$ cat config.mk
export PLATFORM = sky130hd
export DESIGN_NAME = arbitro_cajero
export DESIGN_NICKNAME = d
export VERILOG_FILES = /design/src/rtl/arbitro_cajero.sv
export SDC_FILE = /design/constraint.sdc
export NUM_CORES = 1
export LEC_CHECK = 0
export ABC_AREA = 0
export BUFFER_PORTS_ARGS = -buffer_cell sky130_fd_sc_hd__buf_2
export CELL_PAD_IN_SITES_DETAIL_PLACEMENT = 2
export CELL_PAD_IN_SITES_GLOBAL_PLACEMENT = 2
export CORE_AREA = 2 2 85 87
export CTS_CLUSTER_SIZE = 28
export DETAILED_ROUTE_END_ITERATION = 16
export DIE_AREA = 0 0 87 89
export GPL_ROUTABILITY_DRIVEN = 0
export PLACE_DENSITY = 0.82
export SYNTH_ARGS = -nofsm -noshare
export SYNTH_HDL_FRONTEND = slang
export SYNTH_SLANG_ARGS = --single-unit
$ cat constraint.sdc
create_clock -name clk -period 1.6 [get_ports clk]
set_input_delay 0.16 -clock clk [delete_from_list [all_inputs] [get_ports clk]]
set_output_delay 0.16 -clock clk [all_outputs]
set_load 0.05 [all_outputs]
$ cat src/rtl/arbitro_cajero.sv
// Four-terminal round-robin arbiter in front of a single ATM core.
// Grants one terminal at a time, supervises the session (done, blocked
// card, card withdrawn, inactivity) and keeps per-terminal lock flags
// plus a wrapping count of completed sessions.
module arbitro_cajero #(
    parameter logic [15:0] TIMEOUT = 16'd1000
) (
    input  logic       clk,
    input  logic       rst,
    input  logic [3:0] req,
    input  logic       act_stb,
    input  logic       done,
    input  logic       bloqueo_in,
    output logic [3:0] gnt,
    output logic [1:0] sel,
    output logic       tarjeta_o,
    output logic       timeout,
    output logic [3:0] lock,
    output logic [7:0] sesiones
);

    typedef enum logic [1:0] {
        IDLE    = 2'd0,
        GRANT   = 2'd1,
        SESSION = 2'd2,
        RELEASE = 2'd3
    } state_t;

    state_t      state;
    state_t      state_nx;
    logic [1:0]  sel_nx;
    logic [1:0]  ptr;
    logic [1:0]  ptr_nx;
    logic [15:0] timer;
    logic [15:0] timer_nx;
    logic [3:0]  lock_nx;
    logic [7:0]  sesiones_nx;
    logic [3:0]  eligible;
    logic [1:0]  pick;
    logic        found;
    logic [1:0]  idx;

    assign eligible = req & ~lock;

    // Round-robin search: first eligible index starting at ptr, wrapping mod 4.
    always_comb begin
        pick  = ptr;
        found = 1'b0;
        idx   = ptr;
        for (int i = 0; i < 4; i++) begin
            idx = ptr + 2'(i);
            if (!found && eligible[idx]) begin
                pick  = idx;
                found = 1'b1;
            end
        end
    end

    // Next-state logic, session supervision and the inactivity pulse.
    always_comb begin
        state_nx    = state;
        sel_nx      = sel;
        ptr_nx      = ptr;
        timer_nx    = timer;
        lock_nx     = lock;
        sesiones_nx = sesiones;
        timeout     = 1'b0;
        unique case (state)
            IDLE: begin
                if (found) begin
                    sel_nx   = pick;
                    state_nx = GRANT;
                end
            end
            GRANT: begin
                timer_nx = TIMEOUT;
                state_nx = SESSION;
            end
            SESSION: begin
                // Release causes in priority order; the blocked card wins so the
                // lock is never lost behind a simultaneous done.
                if (bloqueo_in) begin
                    lock_nx[sel] = 1'b1;
                    state_nx     = RELEASE;
                end else if (done) begin
                    state_nx = RELEASE;
                end else if (!req[sel]) begin
                    state_nx = RELEASE;
                end else if (timer == 16'd0) begin
                    timeout  = 1'b1;
                    state_nx = RELEASE;
                end else if (act_stb) begin
                    timer_nx = TIMEOUT;
                end else begin
                    timer_nx = timer - 16'd1;
                end
            end
            RELEASE: begin
                ptr_nx      = sel + 2'd1;
                sesiones_nx = sesiones + 8'd1;
                state_nx    = IDLE;
            end
            default: state_nx = IDLE;
        endcase
    end

    // Grant and card-present are only asserted while a terminal owns the core.
    always_comb begin
        gnt       = 4'b0000;
        tarjeta_o = 1'b0;
        if (state == GRANT || state == SESSION) begin
            gnt[sel]  = 1'b1;
            tarjeta_o = 1'b1;
        end
    end

    // State register with synchronous reset.
    always_ff @(posedge clk) begin
        if (rst) begin
            state    <= IDLE;
            sel      <= 2'd0;
            ptr      <= 2'd0;
            timer    <= 16'd0;
            lock     <= 4'b0000;
            sesiones <= 8'd0;
        end else begin
            state    <= state_nx;
            sel      <= sel_nx;
            ptr      <= ptr_nx;
            timer    <= timer_nx;
            lock     <= lock_nx;
            sesiones <= sesiones_nx;
        end
    end

endmodule

# After elaboration in Yosys (flattened, before gate mapping)
# Index checks and enable logic that the tools add are counted.
# classes
add_sub_neg,6
n_lt_le_gt_ge,6
eq_ne,9
n_mux,38
bitwise_logic,3
n_reduce_logical,15
# ops
op,n
$mux 16,5
$pmux 16 s2,1
$logic_not 16->1,1
$mux 1,16
$mux 2,8
$sub 16x1->16 const B,1
$lt 2x3->1 const B,5
$bmux 1 s2,5
$ne 2x2->1 const B,5
$add 8x1->8 const B,1
$pmux 2 s4,1
$reduce_and 2->1,3
$ne 5x5->1 const B,1
$reduce_and 5->1,1
$add 2x1->2 const B,2
$add 2x2->2 const B,2
$and 4x4->4,1
$eq 2x2->1 const B,2
$logic_and 1x1->1,4
$mux 4,1
$not 4->4,1
$or 4x4->4,1
$logic_not 1->1,3
$demux 1 s2,1
other kinds (5),5
# word_totals
reg_bits,34
in_bits,9
output_inout_bits,20
elab_cells,83

# Logic depth before layout (Yosys ltp)
# logic_depth
ltp_word,16
depth_mapped,9
depth_no_buf,7

# Worst setup path after synthesis
# Ideal clock, no wire load.
# synth_path
kind,register to output
start,reg sel[0]
end,out timeout
arrival_ns,1.914
required_time_ns,1.440
slack_ns,-0.474
stages_incl_launch_ff,4
n_path_buf,0
path_cell_list,dfxtp_1 > mux4_2 > nand3_4 > nor2_1
# synth_via
elab_chain_len,6
# synth_rtl
element,line_no,rtl
"start, declared",15,"output logic [1:0] sel,"
"start signal, assigned",128,sel <= sel_nx;
$bmux 1 s2,87,end else if (!req[sel]) begin
$mux 1 (implied by the code),87,
$mux 1,87,
$mux 1,85,end else if (done) begin
$mux 1,82,if (bloqueo_in) begin
$mux 1,68,unique case (state)
"end, declared",17,"output logic timeout,"
# No other way between the ends. The select of a mux whose other input is x is not followed.

# Final worst setup path
# layout_path
start,reg timer[14]
end,reg timer[4]
# layout_via
elab_chain_len,3
# layout_rtl
element,line_no,rtl
"start, declared",34,logic [15:0] timer;
"start signal, assigned",130,timer <= timer_nx;
$logic_not 16->1,89,end else if (timer == 16'd0) begin
$ne 2x2->1 (no source line),n/a,
$reduce_and 5->1 (no source line),n/a,
# No other way between the ends.
# A chain may end at the register's enable or synchronous reset.

==> summary.md <==
| Metric | Value |
|---|---|
| Outcome | complete, but fails checks |
| Failing checks | negative setup slack |
| Initial Util | 0.298 |
| P per Cell Area | 1850 nW/um2 |
| Slowest stage cell on the critical path | or4_4 |
| Post-synth ARST share | 0 |
| Drt drc | 0 |
| Detailed Route Iter0 Violations | 52 |
| Final Cell Area | about 3300 um2 |
| Clock latency on the worst-skew pair | 0.30 ns |
| Area grow syn2layout | 66.9% |
| Crit path DAT | 2.07 ns |
| Number of max-slew violations in the final report | 0 |
| Yosys top cell by area | dfxtp_1 |
| CP startpoint kind | register |
| Slew HR | 0.686 |
| # setup viols final | 23 |
| DRT Pass-1 Iters | 4 |
| Total CTS buffers | 5 |
| Final Skew | 0.00552 ns |
| CTS tree | yes |
| Vias | 2235 |
| Yosys Warn Count | 0 |
| Avg Inst Size Synth | roughly 8.7 um2 |
| CTS sink count | 34 |
| Crit Path Class | reg -> reg |
| Port buffer count | 28 |
| Share of layout cells above drive strength 1 | 0.568 |
| Final Net Count | 352 |
| Row cnt | 30 |
| Most common flop cell mapped by yosys | dfxtp_1 |
| Synthesized Nets | 251 |
| Crit path cell chain | or4_4, nor2_8, buf_12, a31oi_4, buf_4, a311oi_2 |
| Initial antenna violation count | 0 |
| Cells on worst reg2reg path | 6 |
| Area contributors post-synth | dfxtp_1, ha_1, nor2_1 |
| Cells after synthesis | 231 |
| Dpl hpwl | roughly 5600 um |
| CP peak stage delay | 0.56 ns |
| Largest net degree at the start of global routing | 21 |
| DIE AREA | 7740 um2 |
| Post-synth EDFFs | 0 |
| Critical Path Fanout Max | 7 |
| Post-synthesis sequential area ratio | 0.340 |
| Congestion Overflow GR | 0 |
| CTS Hold Bufs | 0 |
| Die height | 89 um |
| Clk buf depth | 2 |
| Share of the synthesized area in the top cell type | 0.340 |
| Root buffer cell | clkbuf_8 |
| LEAKAGE | 1.35 nW |
| Tot GR Track Use | 0.229 |
| Post-DP Area | between 2000 and 3000 um2 |
| Final worst setup slack | -0.263 ns |
| Final Hold Fails | 0 |
| DRT Wirelength | 9300 um |
| Minimum clock period | 1.86 ns |
| Number of global-route vias before repair | 2486 |
| Fmax | 537 MHz |
| IR drop worst, VDD | around 0.0014 V |
| RSZ-0062 raised after global routing | true |
| Critical path required time | 1.80 ns |
| Io pins | 29 |
| Detail Route Antenna Nets | 0 |
| Element type at the critical path end | register |
| Worst-path clk slew | roughly 0.080 ns |
| Cell area after synthesis | 2000 um2 |
| Period utilisation layout | 1.16 |
| Unique masters post-synth | 53 |
| Non-Filler Instances | 413 |
| Routed WL per cell | ~23 um |
| Worst-margin pin slew | around 0.47 ns |
| H-Tree Depth | 2 |
| Max-cap violation count | 0 |
| First-pass GRT wire length | roughly 13000 um |
| Diodes inserted | 0 |
| Core Box Area | 6720 um2 |
| Yosys reg bits | 34 |
| Hold depth | 2 |
| Die X | 87 um |
| Vias per std cell | 5.41 |
| Hold WC Path Type | in -> reg |
| Placed cells | 386 |
critical path, delay by kind of cell, from the launching register on:
kind	cells	cell delay [ns]
compound gates	2	0.42
buf+inv	2	0.32
flops	1	0.33
simple gates	2	0.70
report_power, final:
| group | switching [W] | internal (W) | leakage (nW) |
|---|---|---|---|
| Combinational | 0.00231 | 0.00199 | 1.02 |
| Sequential | 0.000158 | 0.000999 | 0.280 |
| Clock | 0.000383 | 0.000347 | 0.0472 |
| Total | 0.00285 | 0.00334 | 1.35 |
flip-flops by register name (all words and copies together), names as in the netlist:
signal / flops
ptr: 2
sesiones: 8
state: 2
timer: 16
sel: 2
lock: 4
placed cells by master, fill, tap and decap left out, types with 4 or more instances in the layout:
cell type  count
a21oi_1        7
a21oi_2        9
a311oi_2       7
a31oi_1        6
and2_4         4
buf_2         22
buf_4         57
buf_6         15
buf_8          5
clkbuf_8       6
dfxtp_1       27
dfxtp_2        4
ha_1           6
ha_4           4
inv_1          4
mux2i_1        4
nand2_1       11
nand2_2        4
nand2b_1       7
nand4_1        5
nor2_1        27
nor3_1         4
o21ai_0        6
xor2_1         4
logic make-up after synthesis:
logic type      share of synthesized area
simple gates                        0.269
compound gates                      0.232
flops                               0.340
buf+inv                            0.0369
fa+ha+maj                          0.0687
xor+xnor                           0.0219
mux                                0.0313
area by class of cell:
type,count,area [um2]
clock buffer,6,82.6
inverter,8,32.5
fill,696,3380
tap,80,100
timing repair buffer,102,830
multi-input combinational,181,1590
sequential,34,697
clock inverter,2,12.5
through the flow:
stage                     setup TNS (ns)  hold slack [ns]  utilization  setup slack [ns]  total power [W]
after floorplan                    -1.10            0.324            -            -0.116          0.00294
after global placement             -2.02            0.467        0.402            -0.167          0.00393
after detailed placement           -3.48            0.487        0.402            -0.295          0.00412
after CTS                          -3.09            0.252        0.458            -0.229          0.00547
after global routing               -5.17            0.255        0.497            -0.310          0.00650
final                              -3.83            0.254        0.497            -0.263          0.00619
worst paths after layout:
check                            from                       end  slack, ns
max            timer[14]$_SDFFE_PP0P_     timer[4]$_SDFFE_PP0P_      -0.26
min                               rst      lock[0]$_SDFFE_PP0P_       0.25
max reg2reg    timer[14]$_SDFFE_PP0P_     timer[4]$_SDFFE_PP0P_      -0.26
min reg2reg  sesiones[5]$_SDFFE_PP0N_  sesiones[5]$_SDFFE_PP0N_       0.53
routing by layer:
metal	vias up	global-route usage	wire [um]
met1	1135	0.258	3690
met3	14	0.0388	235
li1	1047	-	-
met5	-	0	0
met4	0	0.0511	212
met2	39	0.446	5160
repair_timing:
item / CTS / global route
pin swaps: 25 / 21
setup buffers: 11 / 9
gates resized for setup: 55 / 47
setup endpoints to repair: 24 / 28
Yosys cell counts, types with 2 or more instances:
cell	n
dfxtp_1	34
nor2_1	28
a21oi_1	18
nand2_1	16
o21ai_0	12
ha_1	11
a31oi_1	9
nand2b_1	9
inv_1	8
nor3_1	8
a311oi_2	6
and2_1	5
nand4_1	5
mux2i_1	4
nor2b_1	4
nor4_1	4
xor2_1	4
clkbuf_1	3
or3_1	3
a21o_1	2
a311oi_1	2
and3_1	2
buf_2	2
nor3b_1	2
or4_4	2
Power figures use the tool's default switching activity.
